`config.mk`:
```
export PLATFORM = sky130hd
export DESIGN_NAME = game_flow_controller
export DESIGN_NICKNAME = d
export VERILOG_FILES = /design/src/rtl/game_flow_controller_pkg.sv /design/src/rtl/game_flow_controller_frame_timer.sv /design/src/rtl/game_flow_controller.sv
export SDC_FILE = /design/constraint.sdc
export NUM_CORES = 1
export LEC_CHECK = 0
export CORE_UTILIZATION = 40
export CTS_CLUSTER_DIAMETER = 120
export DETAILED_ROUTE_END_ITERATION = 16
export HOLD_SLACK_MARGIN = 0.02
export PLACE_DENSITY = 0.65
export SLEW_MARGIN = 20
export SYNTH_ARGS = -nofsm -noshare
export SYNTH_HDL_FRONTEND = slang
export SYNTH_HIERARCHICAL = 1
export SYNTH_SLANG_ARGS = --single-unit
export TNS_END_PERCENT = 100
```
`constraint.sdc`:
```
create_clock -name i_Clk -period 2.96 [get_ports i_Clk]
set_clock_uncertainty 0.2 [all_clocks]
set_input_delay 0.592 -clock i_Clk [delete_from_list [all_inputs] [get_ports i_Clk]]
set_output_delay 0.592 -clock i_Clk [all_outputs]
set_load 0.01 [all_outputs]
```
`src/rtl/game_flow_controller_pkg.sv`:
```
// Shared state encodings and default frame counts for the Frogger game sequencer.
package game_flow_controller_pkg;

    typedef enum logic [2:0] {
        ST_IDLE        = 3'd0,
        ST_ARM         = 3'd1,
        ST_RUNNING     = 3'd2,
        ST_HIT         = 3'd3,
        ST_LEVEL_PAUSE = 3'd4,
        ST_GAME_OVER   = 3'd5
    } state_e;

    localparam int HIT_FRAMES   = 60;
    localparam int LEVEL_FRAMES = 30;
    localparam int OVER_FRAMES  = 120;

    function automatic logic is_timed(input state_e s);
        return (s == ST_HIT) || (s == ST_LEVEL_PAUSE) || (s == ST_GAME_OVER);
    endfunction

endpackage

```
`src/rtl/game_flow_controller_frame_timer.sv`:
```
// Frame counter shared by the timed game phases; done fires on the tick that completes the period.
module game_flow_controller_frame_timer (
    input  logic       i_Clk,
    input  logic       i_Rst,
    input  logic       i_Clear,
    input  logic       i_Tick,
    input  logic [7:0] i_Limit,
    output logic [7:0] o_Count,
    output logic       o_Done
);

    logic [7:0] count_q, count_d;

    assign o_Done = i_Tick && (count_q == (i_Limit - 8'd1));

    always_comb begin
        count_d = count_q;
        if (i_Clear)
            count_d = 8'd0;
        else if (i_Tick)
            count_d = count_q + 8'd1;
    end

    always_ff @(posedge i_Clk or posedge i_Rst) begin
        if (i_Rst)
            count_q <= 8'd0;
        else
            count_q <= count_d;
    end

    assign o_Count = count_q;

endmodule

```
`src/rtl/game_flow_controller.sv`:
```
// Frogger game sequencer: phase FSM, lives/level counters and timed freeze periods.
module game_flow_controller
    import game_flow_controller_pkg::*;
#(
    parameter logic [3:0] C_LIVES_INIT   = 4'b1111,
    parameter int         C_HIT_FRAMES   = HIT_FRAMES,
    parameter int         C_LEVEL_FRAMES = LEVEL_FRAMES,
    parameter int         C_OVER_FRAMES  = OVER_FRAMES,
    parameter int         C_MAX_LEVEL    = 15,
    parameter int         C_BLINK_SHIFT  = 3
) (
    input  logic       i_Clk,
    input  logic       i_Rst,
    input  logic       i_Frame_Tick,
    input  logic       i_Start,
    input  logic       i_Any_Switch,
    input  logic       i_Has_Collided,
    input  logic       i_Level_Up,
    output logic       o_Game_Active,
    output logic       o_Freeze,
    output logic       o_Respawn,
    output logic       o_Blink,
    output logic [3:0] o_Lives,
    output logic [3:0] o_Level,
    output logic [2:0] o_State
);

    localparam logic [7:0] HIT_LIM   = 8'(C_HIT_FRAMES);
    localparam logic [7:0] LEVEL_LIM = 8'(C_LEVEL_FRAMES);
    localparam logic [7:0] OVER_LIM  = 8'(C_OVER_FRAMES);
    localparam logic [3:0] MAX_LVL   = 4'(C_MAX_LEVEL);

    state_e     state_q, state_d;
    logic [3:0] lives_q, lives_d;
    logic [3:0] level_q, level_d;
    logic       respawn_q, respawn_d;
    logic [7:0] limit;
    logic [7:0] count;
    logic       done;
    logic       timed;

    assign timed = is_timed(state_q);

    always_comb begin
        limit = HIT_LIM;
        if (state_q == ST_LEVEL_PAUSE)
            limit = LEVEL_LIM;
        else if (state_q == ST_GAME_OVER)
            limit = OVER_LIM;
    end

    // Timed states are only ever entered from RUNNING, so holding the counter
    // cleared outside them guarantees it starts at zero on entry.
    game_flow_controller_frame_timer u_timer (
        .i_Clk   (i_Clk),
        .i_Rst   (i_Rst),
        .i_Clear (!timed),
        .i_Tick  (i_Frame_Tick),
        .i_Limit (limit),
        .o_Count (count),
        .o_Done  (done)
    );

    always_comb begin
        state_d   = state_q;
        lives_d   = lives_q;
        level_d   = level_q;
        respawn_d = 1'b0;
        case (state_q)
            ST_IDLE: begin
                if (i_Start) begin
                    state_d = ST_ARM;
                    lives_d = C_LIVES_INIT;
                    level_d = 4'd0;
                end
            end
            ST_ARM: begin
                if (!i_Any_Switch) begin
                    state_d   = ST_RUNNING;
                    respawn_d = 1'b1;
                end
            end
            ST_RUNNING: begin
                if (i_Has_Collided) begin
                    if (lives_q == 4'b0001) begin
                        lives_d = 4'b0000;
                        state_d = ST_GAME_OVER;
                    end else begin
                        lives_d = lives_q >> 1;
                        state_d = ST_HIT;
                    end
                end else if (i_Level_Up) begin
                    if (level_q != MAX_LVL)
                        level_d = level_q + 4'd1;
                    state_d = ST_LEVEL_PAUSE;
                end
            end
            ST_HIT, ST_LEVEL_PAUSE: begin
                if (done) begin
                    state_d   = ST_RUNNING;
                    respawn_d = 1'b1;
                end
            end
            ST_GAME_OVER: begin
                if (done)
                    state_d = ST_IDLE;
            end
            default: state_d = ST_IDLE;
        endcase
    end

    always_ff @(posedge i_Clk or posedge i_Rst) begin
        if (i_Rst) begin
            state_q   <= ST_IDLE;
            lives_q   <= 4'd0;
            level_q   <= 4'd0;
            respawn_q <= 1'b0;
        end else begin
            state_q   <= state_d;
            lives_q   <= lives_d;
            level_q   <= level_d;
            respawn_q <= respawn_d;
        end
    end

    assign o_Game_Active = (state_q == ST_RUNNING);
    assign o_Freeze      = timed;
    assign o_Respawn     = respawn_q;
    assign o_Blink       = ((state_q == ST_HIT) || (state_q == ST_GAME_OVER)) && count[C_BLINK_SHIFT];
    assign o_Lives       = lives_q;
    assign o_Level       = level_q;
    assign o_State       = state_q;

endmodule
```
=== Word level (Yosys, flattened, before mapping) ===
Cells that the tools add are included.

* Register bits after elaboration: 20
* Input bits: 7
* Output and inout port bits: 15

* $add $sub $neg: 3
* Equal/unequal tests: 18
* Muxes and demuxes: 24
* Reductions and logical operators: 11

{| class="wikitable"
|+ Operators by type and width
! kind !! number
|-
| $mux W3 || 8
|-
| $mux W4 || 6
|-
| $mux W8 || 2
|-
| $ne A2 B2 Y1 const B || 8
|-
| $pmux W4 S2 || 2
|-
| $pmux W3 S5 || 1
|-
| $mux W7 || 2
|-
| $reduce_and A5 Y1 || 2
|-
| $add A8 B1 Y8 const B || 1
|-
| $eq A8 B8 Y1 || 1
|-
| $sub A7 B1 Y8 const B || 1
|-
| $eq A3 B2 Y1 const B || 2
|-
| $eq A3 B3 Y1 const B || 2
|-
| $add A4 B1 Y4 const B || 1
|-
| $eq A4 B1 Y1 const B || 1
|-
| $ne A4 B4 Y1 const B || 1
|-
| $eq A3 B1 Y1 const B || 1
|-
| $logic_not A3 Y1 || 1
|-
| $logic_or A1 B1 Y1 || 3
|-
| $ne A3 B3 Y1 const B || 1
|-
| $reduce_and A3 Y1 || 1
|-
| $logic_and A1 B1 Y1 || 2
|-
| $mux W1 || 2
|-
| $ne A2 B1 Y1 const B || 1
|-
| 3 further kinds || 3
|}

=== Longest topological paths before layout ===
Gate-level depths: netlist of the first run.

* Depth after elaboration: 8
* Mapped depth: 12

=== By module ===
Netlist of the first run, hierarchy kept.

{| class="wikitable"
|+ By module, submodules not included
! module !! times used !! cells an instance !! area an instance (um^2)
|-
| game_flow_controller || 1 || 82 || 733.2
|-
| game_flow_controller_frame_timer || 1 || 70 || 625.6
|}

=== Least setup slack after synthesis of the first run ===
No wires, ideal clock.

* Path kind: register to register
* From: register state_q[1], in the netlist o_State[1]
* To: register state_q[0], in the netlist o_State[0]
* Arrival time: 2.769 ns
* Required time: 2.642 ns
* Path slack: -0.127 ns
* Cell stages (with the launch flop): 13
* Buffers on the path: 1
* Period minus slack after synthesis: 3.087 ns
* Path through: dfrtp_1 -> buf_6 -> nand2b_1 -> nor2_1 -> inv_1 -> ha_1 -> xor2_1 -> nand3_1 -> or4_1 -> a211oi_1 -> mux2_1 -> o22ai_1 -> a21o_1

* Elaborated cells between the ends (all ways): 19

{| class="wikitable"
|+ RTL lines
! element !! RTL line !! source
|-
| start, declared || game_flow_controller.sv:33 || <nowiki>state_e state_q, state_d;</nowiki>
|-
| start signal, assigned || game_flow_controller.sv:119 || <nowiki>state_q <= state_d;</nowiki>
|-
| $eq A3 B3 Y1 * || game_flow_controller.sv:46 || <nowiki>if (state_q == ST_LEVEL_PAUSE)</nowiki>
|-
| $mux W7 * || game_flow_controller.sv:46 ||
|-
| named net limit[1] || game_flow_controller.sv:37 || <nowiki>logic [7:0] limit;</nowiki>
|-
| $sub A7 B1 Y8 * || game_flow_controller_frame_timer.sv:14 || <nowiki>assign o_Done = i_Tick && (count_q == (i_Limit - 8'd1));</nowiki>
|-
| $eq A8 B8 Y1 * || game_flow_controller_frame_timer.sv:14 ||
|-
| $logic_and A1 B1 Y1 * || game_flow_controller_frame_timer.sv:14 ||
|-
| named net done || game_flow_controller.sv:39 || <nowiki>logic done;</nowiki>
|-
| $ne A2 B2 Y1 (no source line) || n/a ||
|-
| $reduce_and A5 Y1 (no source line) * || n/a ||
|}

Mark *: on every way through the listed nets, which the timed path passes. The rest lies on a longest branch.
A chain may end at the register's enable or synchronous reset.

=== Worst setup path in the final report of the first run ===
Same ends and word-level chain as after synthesis.

==> results.txt, run 1 <==
----------------------------------------------------
[Synth]
  Dominant synthesized flop cell ... sky130_fd_sc_hd__dfrtp_1
  Synth Cell Area ... 0.001359 mm^2
  Area share of the largest cell type after synthesis ... 0.3683
  Leading cell types by count after synthesis ... sky130_fd_sc_hd__dfrtp_1, sky130_fd_sc_hd__inv_1, sky130_fd_sc_hd__nor2_1
  Count of state elements after synthesis ... 20
  Cell types occupying the most area after synthesis ... sky130_fd_sc_hd__dfrtp_1, sky130_fd_sc_hd__xnor2_1, sky130_fd_sc_hd__inv_1, sky130_fd_sc_hd__nor2_1, sky130_fd_sc_hd__nand2_1
  Proportion of synthesized chip area in sequential cells ... 0.3683
  Mean instance size in the synthesized netlist ... 8.939 um^2
  Cell with the most instances after synthesis ... sky130_fd_sc_hd__dfrtp_1
  Warnings, synthesis ... 6
  Largest area contributor in the netlist ... sky130_fd_sc_hd__dfrtp_1
  Cells after synthesis ... 152
  Number of distinct library cell variants in the gate-level netlist after synthesis ... 47
  Number of enable-type register cells in the synthesized netlist ... 0
  Asr flop ratio synth ... 1.000

[Place]
  Gp weighted congestion ... 0.8947
  Total placed instance area ... 0.001680 mm^2
  Dpl hpwl ... 2.185 mm
  IO buf count ... 21

[Timing]
  Number of failing setup endpoints in the final timing report ... 0
  FMAX ... 0.3610 GHz
  Ratio of final minimum period to clock period ... 0.9360
  Setup total negative slack ... 0 ns
  Fin. Hold Viols ... 0
  Max-slew violations ... 0
  Unrepaired setup endpoints after global routing ... no
  Clock period minus worst slack ... 2.770 ns

[Routing]
  DRC Markers ... 0
  ANT nets after route ... 0
  Routed length per placed instance ... 11.88 um
  1st-iter DRT viols ... 28
  Via count ... 1159
  Aggregate routed wire length ... 2.757 mm
  Vias per inst ... 4.996
  TritonRoute pass-1 iters ... 4

[GRT]
  Number of global-route vias before repair ... 1164
  Antenna violations before repair ... 0
  Global route total overflow ... 0
  Pin count of the biggest net entering global routing ... 18
  Global-route wire length before repair ... 5.009 mm
  Total global routing track utilization ... 0.1844

[Setup path]
  Endpoint of the most critical register-to-register path ... o_State[0]
  Worst reg2reg path depth ... 11
  Worst setup SP type ... register
  Crit-path max FO ... 5
  Critical Setup Path Class ... reg2reg
  Reg-to-reg slack, setup ... 0.19 ns
  Critical Path Source ... o_State[1]
  Worst endpoint required time ... 2.97 ns
  Data arrival time of the critical path ... 2.78 ns
  End of the critical path ... o_State[0]
  Setup crit end kind ... register
  Worst R2R Start ... o_State[1]

[Die]
  Row count ... 20
  Overall die width ... 60.29 um
  Area of the die ... 0.003634 mm^2
  Core ar. ... 0.003128 mm^2
  Number of placed I/O pins ... 22
  Initial core utilization ... 0.4344
  Vertical extent of the die ... 60.29 um

[Clock network]
  Max Buffers Root-to-Sink ... 2
  H-tree lvl count ... 1
  Worst-path clk slew ... 0.12 ns
  Number of clock buffers inserted by TritonCTS ... 3
  TritonCTS clock tree ... built
  Clock tree root buffer cell ... sky130_fd_sc_hd__clkbuf_4
  Clock net sink count ... 20
  Quantity of hold-fixing buffers added after cts ... 0
  Clock latency on the worst-skew pair ... 0.30 ns

[Power]
  Power density normalized to cell area ... 736.1 mW/mm^2
  Design Power ... 1267 uW
  VDD IR-drop max ... 0.4252 mV
  Leakage ... 0.0007242 uW

[Final layout]
  Cell area after layout ... 0.001722 mm^2
  Growth of design area from synthesis to finish ... 26.70%
  Share of cells above drive strength 1 ... 0.1011
  # nets final ... 199
  Antenna diode count ... 0

[Outcome]
  Outcome ... completed

[Min path]
  Tightest Hold Check Type ... in2async

[Flow run]
  Max-cap check violation count ... 0

----------------------------------------------------
-- sequential cells by signal, indices dropped and copies added, names as in the netlist --
register,count
o_Lives,4
u_timer/o_Count,8
o_Level,4
o_Respawn,1
o_State,3
-- what timing repair did --
action | CTS | global route
endpoints found under the setup margin | 0 | 1
buffers inserted | 0 | 0
resized for setup | 0 | 1
-- worst min path at each step --
| stage | cells after the start | from | slack (ns) | endpoint |
|---|---|---|---|---|
| 6_report | 2 | i_Rst | 0.36 | u_timer/o_Count[1] |
| 5_1_grt | 2 | i_Rst | 0.39 | u_timer/o_Count[3] |
| 4_1_cts | 2 | i_Rst | 0.36 | u_timer/o_Count[0] |
| 3_5_place_dp | 2 | o_Lives[3] | 0.36 | o_Lives[3] |
| 3_3_place_gp | 2 | o_Lives[3] | 0.35 | o_Lives[3] |
| 2_1_floorplan | 1 | i_Rst | 0.21 | u_timer/o_Count[0] |
-- critical path: stages (launching register included) --
cell	delay (ns)
sky130_fd_sc_hd__dfrtp_1	0.40
sky130_fd_sc_hd__nand2b_1	0.23
sky130_fd_sc_hd__nor2_4	0.17
sky130_fd_sc_hd__inv_1	0.06
sky130_fd_sc_hd__ha_1	0.28
sky130_fd_sc_hd__xor2_1	0.14
sky130_fd_sc_hd__nand3_1	0.09
sky130_fd_sc_hd__or4_1	0.48
sky130_fd_sc_hd__a211oi_2	0.19
sky130_fd_sc_hd__buf_4	0.17
sky130_fd_sc_hd__o22ai_1	0.08
sky130_fd_sc_hd__a21o_1	0.18
-- stage by stage --
stage / std cells / utilization / setup WS [ns] / hold slack [ns]
2_1_floorplan: 163 / - / 0.04867 / 0.2077
3_3_place_gp: 228 / 0.5372 / 0.2564 / 0.3505
3_5_place_dp: 228 / 0.5372 / 0.1513 / 0.3553
4_1_cts: 232 / 0.5488 / 0.1288 / 0.3578
5_1_grt: 232 / 0.5504 / 0.02027 / 0.3949
6_report: 232 / 0.5504 / 0.1896 / 0.3577
-- cell usage in the layout (no fill, tap or decap), drive strengths merged, types with 2 or more instances in the layout --
cell,instances
clkdlybuf4s50,21
dfrtp,20
nor2,16
inv,15
conb,13
nand2,13
xnor2,12
o21ai,7
nor2b,5
nand3,5
xor2,5
buf,4
a31oi,4
clkbuf,4
and2,3
a21oi,3
ha,3
nor3,3
o21a,2
mux2i,2
a41oi,2
nand2b,2
o22ai,2
nor4,2
or4,2
a211oi,2
-- per-layer routing --
layer,up-vias,wire (um),track usage
met4,0,30,0.05648
li1,583,-,-
met3,4,96,0.03247
met1,546,1390,0.2517
met5,-,0,0
met2,26,1239,0.2951
-- where the power goes --
| group | total (uW) | internal (uW) | switching, uW |
|---|---|---|---|
| sequential | 449 | 348 | 101 |
| clock | 160 | 75.0 | 85.1 |
| combinational | 659 | 320 | 338 |
| total | 1270 | 743 | 524 |
-- layout make-up --
type                       count  area, um^2
clock buffer                   4       36.28
timing repair buffer          25       240.2
sequential                    20       500.5
multi-input combinational    124       833.3
fill                         298        1406
tap                           44       55.05
inverter                      15       56.30
-- cell families (layout without fill, tap and decap cells) --
logic type / after synthesis / after routing / share of synthesized area
compound gates: 30 / 30 / 0.1639
xor+xnor: 17 / 17 / 0.1096
fa+ha+maj: 3 / 3 / 0.02763
buf+inv: 19 / 44 / 0.05801
flops: 20 / 20 / 0.3683
mux: 3 / 3 / 0.02302
other cells: 2 / 13 / 0.005527
simple gates: 58 / 58 / 0.2440
Power figures use the tool's default switching activity.
==> run 2, diff against run 1 <==
- PLACE_DENSITY: 0.65 -> 0.67
- SYNTH_HIERARCHICAL: 1 -> not set
==> run 2 against run 1 <==
Against the previous run: cell count shrank 23%; sequential power shrank 10%; clock power fell by 19%; count of clock-buffer cells in the layout fell by 1; critical path type is now reg2out.
==> results.txt, run 2 <==
----------------------------------------------------
[Outcome]
  Outcome ... completed

[Clock network]
  Max Buffers Root-to-Sink ... 2 (unchanged)
  Worst-path clk slew ... 0.11 ns (about the same)
  Number of clock buffers inserted by TritonCTS ... 3 (unchanged)
  H-tree lvl count ... 1 (unchanged)
  Clock tree root buffer cell ... sky130_fd_sc_hd__clkbuf_4
  Quantity of hold-fixing buffers added after cts ... 0 (unchanged)
  Clock net sink count ... 20 (unchanged)
  TritonCTS clock tree ... built
  Clock latency on the worst-skew pair ... 0.29 ns (about the same)
  Post-CTS Setup Repair Bufs ... 0 (unchanged)
  CTS-repair resized insts ... 0 (unchanged)

[Place]
  Placed instance count ... 176 (-23%)
  Dpl hpwl ... 1.787 mm (-18%)
  IO buf count ... 21 (unchanged)
  Total placed instance area ... 0.001363 mm^2 (-19%)
  Gp weighted congestion ... 0.8326 (-6.9%)

[Setup path]
  Crit-path max FO ... 10 (+5)
  Delay of the slowest cell on the worst path ... 0.55 ns (+0.07 ns)
  Crit path max-delay family ... buffers and inverters
  Critical Setup Path Class ... reg2out
  Reg-to-reg slack, setup ... 0.50 ns (+0.31 ns)
  Setup crit end kind ... primary output
  List of cells traversed by the critical path ... inv_1 > nor2_1 > nand2_1 > inv_1 > clkdlybuf4s50_1
  Worst endpoint required time ... 2.17 ns (-0.80 ns)
  Worst path most repeated cell ... sky130_fd_sc_hd__inv_1
  Slowest cell on crit path ... sky130_fd_sc_hd__clkdlybuf4s50_1
  Data arrival time of the critical path ... 2.00 ns (-0.78 ns)
  Worst path buffer plus inverter count ... 3 (+1)
  Worst setup SP type ... register

[Power]
  Int Pwr ... 565.7 uW (-24%)
  Power density normalized to cell area ... 685.9 mW/mm^2 (-6.8%)
  Fraction of power consumed by the clock network ... 0.136 (+0.010)
  Leakage ... 0.0005709 uW (-21%)
  Reg power frac ... 0.425 (+0.071)
  Relative contribution of combinational cells to total power ... 0.439 (-0.081)
  VDD IR-drop max ... 0.4679 mV (+10%)
  Switching portion of total power ... 0.4046 (-0.009217)
  Net switching power of the design ... 384.3 uW (-27%)

[Final layout]
  Number of fillers in the final layout ... 250 (-16%)
  Non-filler instance count after layout ... 179 (-23%)
  Antenna diode count ... 0 (unchanged)
  Cell area after layout ... 0.001385 mm^2 (-20%)
  Growth of design area from synthesis to finish ... 20.59%
  # nets final ... 159 (-20%)
  Post-Route Utilization ... 0.5066 (-0.04376)
  Share of cells above drive strength 1 ... 0.05405 (-0.04701)
  Flip-flop count of the largest register after layout ... 8 (unchanged)
  Leading cell types in the layout, fill and taps excluded ... sky130_fd_sc_hd__nor2_1, sky130_fd_sc_hd__clkdlybuf4s50_1, sky130_fd_sc_hd__dfrtp_1

[Timing]
  Worst slew pin tran ... 0.7628 ns
  Worst max-slew margin expressed relative to the limit ... 0.4909
  Max-slew violations ... 0 (unchanged)
  Unrepaired setup endpoints after global routing ... no
  Number of failing setup endpoints in the final timing report ... 0 (unchanged)
  Clock period minus worst slack ... 2.788 ns (+0.01725 ns)
  Ratio of final minimum period to clock period ... 0.9418 (+0.005826)
  Fin. Hold Viols ... 0 (unchanged)
  FMAX ... 0.3587 GHz (-0.62%)
  Setup total negative slack ... 0 ns (unchanged)

[Routing]
  1st-iter DRT viols ... 27 (-3.6%)
  Aggregate routed wire length ... 2.409 mm (-13%)
  Via count ... 983 (-15%)
  ANT nets after route ... 0 (unchanged)
  DRC Markers ... 0 (unchanged)
  Routed length per placed instance ... 13.46 um (+13%)
  TritonRoute pass-1 iters ... 4 (unchanged)
  Vias per inst ... 5.492 (+9.9%)

[Synth]
  Cells after synthesis ... 129 (-15%)
  Synth Cell Area ... 0.001149 mm^2 (-15%)
  Mean instance size in the synthesized netlist ... 8.904 um^2 (-0.40%)
  Warnings, synthesis ... 0 (-6)
  Area share of the largest cell type after synthesis ... 0.4357 (+0.06741)
  Proportion of synthesized chip area in sequential cells ... 0.4357 (+0.06741)
  Dominant synthesized flop cell ... sky130_fd_sc_hd__dfrtp_1
  Asr flop ratio synth ... 1.000 (unchanged)
  Count of state elements after synthesis ... 20 (unchanged)
  Post-synthesis net count ... 138
  Cell with the most instances after synthesis ... sky130_fd_sc_hd__nor2_1
  Leading cell types by count after synthesis ... sky130_fd_sc_hd__nor2_1, sky130_fd_sc_hd__dfrtp_1, sky130_fd_sc_hd__nand2_1
  Largest area contributor in the netlist ... sky130_fd_sc_hd__dfrtp_1
  Number of distinct library cell variants in the gate-level netlist after synthesis ... 37 (-21%)
  Cell types occupying the most area after synthesis ... sky130_fd_sc_hd__dfrtp_1, sky130_fd_sc_hd__nor2_1, sky130_fd_sc_hd__xor2_1, sky130_fd_sc_hd__nand2_1, sky130_fd_sc_hd__a21oi_1
  Number of enable-type register cells in the synthesized netlist ... 0 (unchanged)

[GRT]
  Number of global-route vias before repair ... 909 (-22%)
  Antenna violations before repair ... 0 (unchanged)
  Pin count of the biggest net entering global routing ... 21 (+3)
  Global route total overflow ... 0 (unchanged)
  Global-route wire length before repair ... 4.236 mm (-15%)
  Total global routing track utilization ... 0.1687 (-0.01564)

[Die]
  Initial core utilization ... 0.4201 (-0.01426)
  Area of the die ... 0.003090 mm^2 (-15%)
  Number of placed I/O pins ... 22 (unchanged)
  Core ar. ... 0.002734 mm^2 (-13%)
  Vertical extent of the die ... 55.59 um (-7.8%)
  Row count ... 19 (-5.0%)
  Overall die width ... 55.59 um (-7.8%)

[Min path]
  Tightest Hold Check Type ... reg2reg

[Flow run]
  Max-cap check violation count ... 0 (unchanged)

----------------------------------------------------
## run 2: power groups by stage
stage | sequential (uW) | combinational, uW | clock (uW)
finish | 404 | 417 | 129
global route | 415 | 460 | 144
CTS | 403 | 415 | 133
detailed placement | 408 | 415 | 0
global placement | 405 | 406 | 0
floorplan | 386 | 288 | 0
## run 2: final timing paths
| path | from | end | cells after the start |
|---|---|---|---|
| worst min register to register | u_timer.o_Count[7] | u_timer.o_Count[7] | 2 |
| min in group asynchronous | i_Rst | o_Lives[3] | 2 |
| worst min-delay path | u_timer.o_Count[7] | u_timer.o_Count[7] | 2 |
| worst max register to register | o_State[0] | o_State[0] | 5 |
| worst max-delay path | o_State[1] | o_Game_Active | 5 |
| max in group asynchronous | i_Rst | o_Level[1] | 2 |
## run 2: through the flow
step                worst slack [ns]  power [uW]  hold WS, ns
finish                        0.1723       950.0       0.3692
global route                 0.01157        1019       0.4046
floorplan                     0.6897       674.2       0.2960
CTS                           0.1613       951.7       0.3764
detailed placement            0.3473       822.5       0.3502
global placement              0.4132       811.6       0.3397
## run 2: cells by family after synthesis
| family | Yosys count | share of synthesized area |
|---|---|---|
| DFF | 20 | 0.4357 |
| and+or+nand+nor | 57 | 0.2484 |
| AOI/OAI and AO/OA | 27 | 0.1569 |
| xor gates and xnor gates | 8 | 0.06100 |
| adders and majority gates | 2 | 0.02178 |
| muxes | 2 | 0.01743 |
| buffers and inverters | 13 | 0.05883 |
## run 2: routing by layer
layer / wire, um / vias up / share of wire / global-route usage
li1: - / 485 / - / -
met2: 1119 / 31 / 0.46 / 0.2633
met1: 1128 / 463 / 0.47 / 0.2417
met5: 0 / - / 0 / 0
met4: 35 / 0 / 0.015 / 0.04643
met3: 126 / 4 / 0.052 / 0.03023
## run 2: cell type report
type,count,area [um^2],share of cell area
clock buffer,3,22.52,0.01626
tap,31,38.79,0.02800
timing repair buffer,21,210.2,0.1518
multi-input combinational,96,580.6,0.4192
inverter,8,32.53,0.02349
sequential,20,500.5,0.3613
## run 2: worst min-delay path, cell delays in order (launching register included)
cell and delay, ns:
sky130_fd_sc_hd__dfrtp_1 0.39, sky130_fd_sc_hd__xor2_1 0.07, sky130_fd_sc_hd__nor2_1 0.08
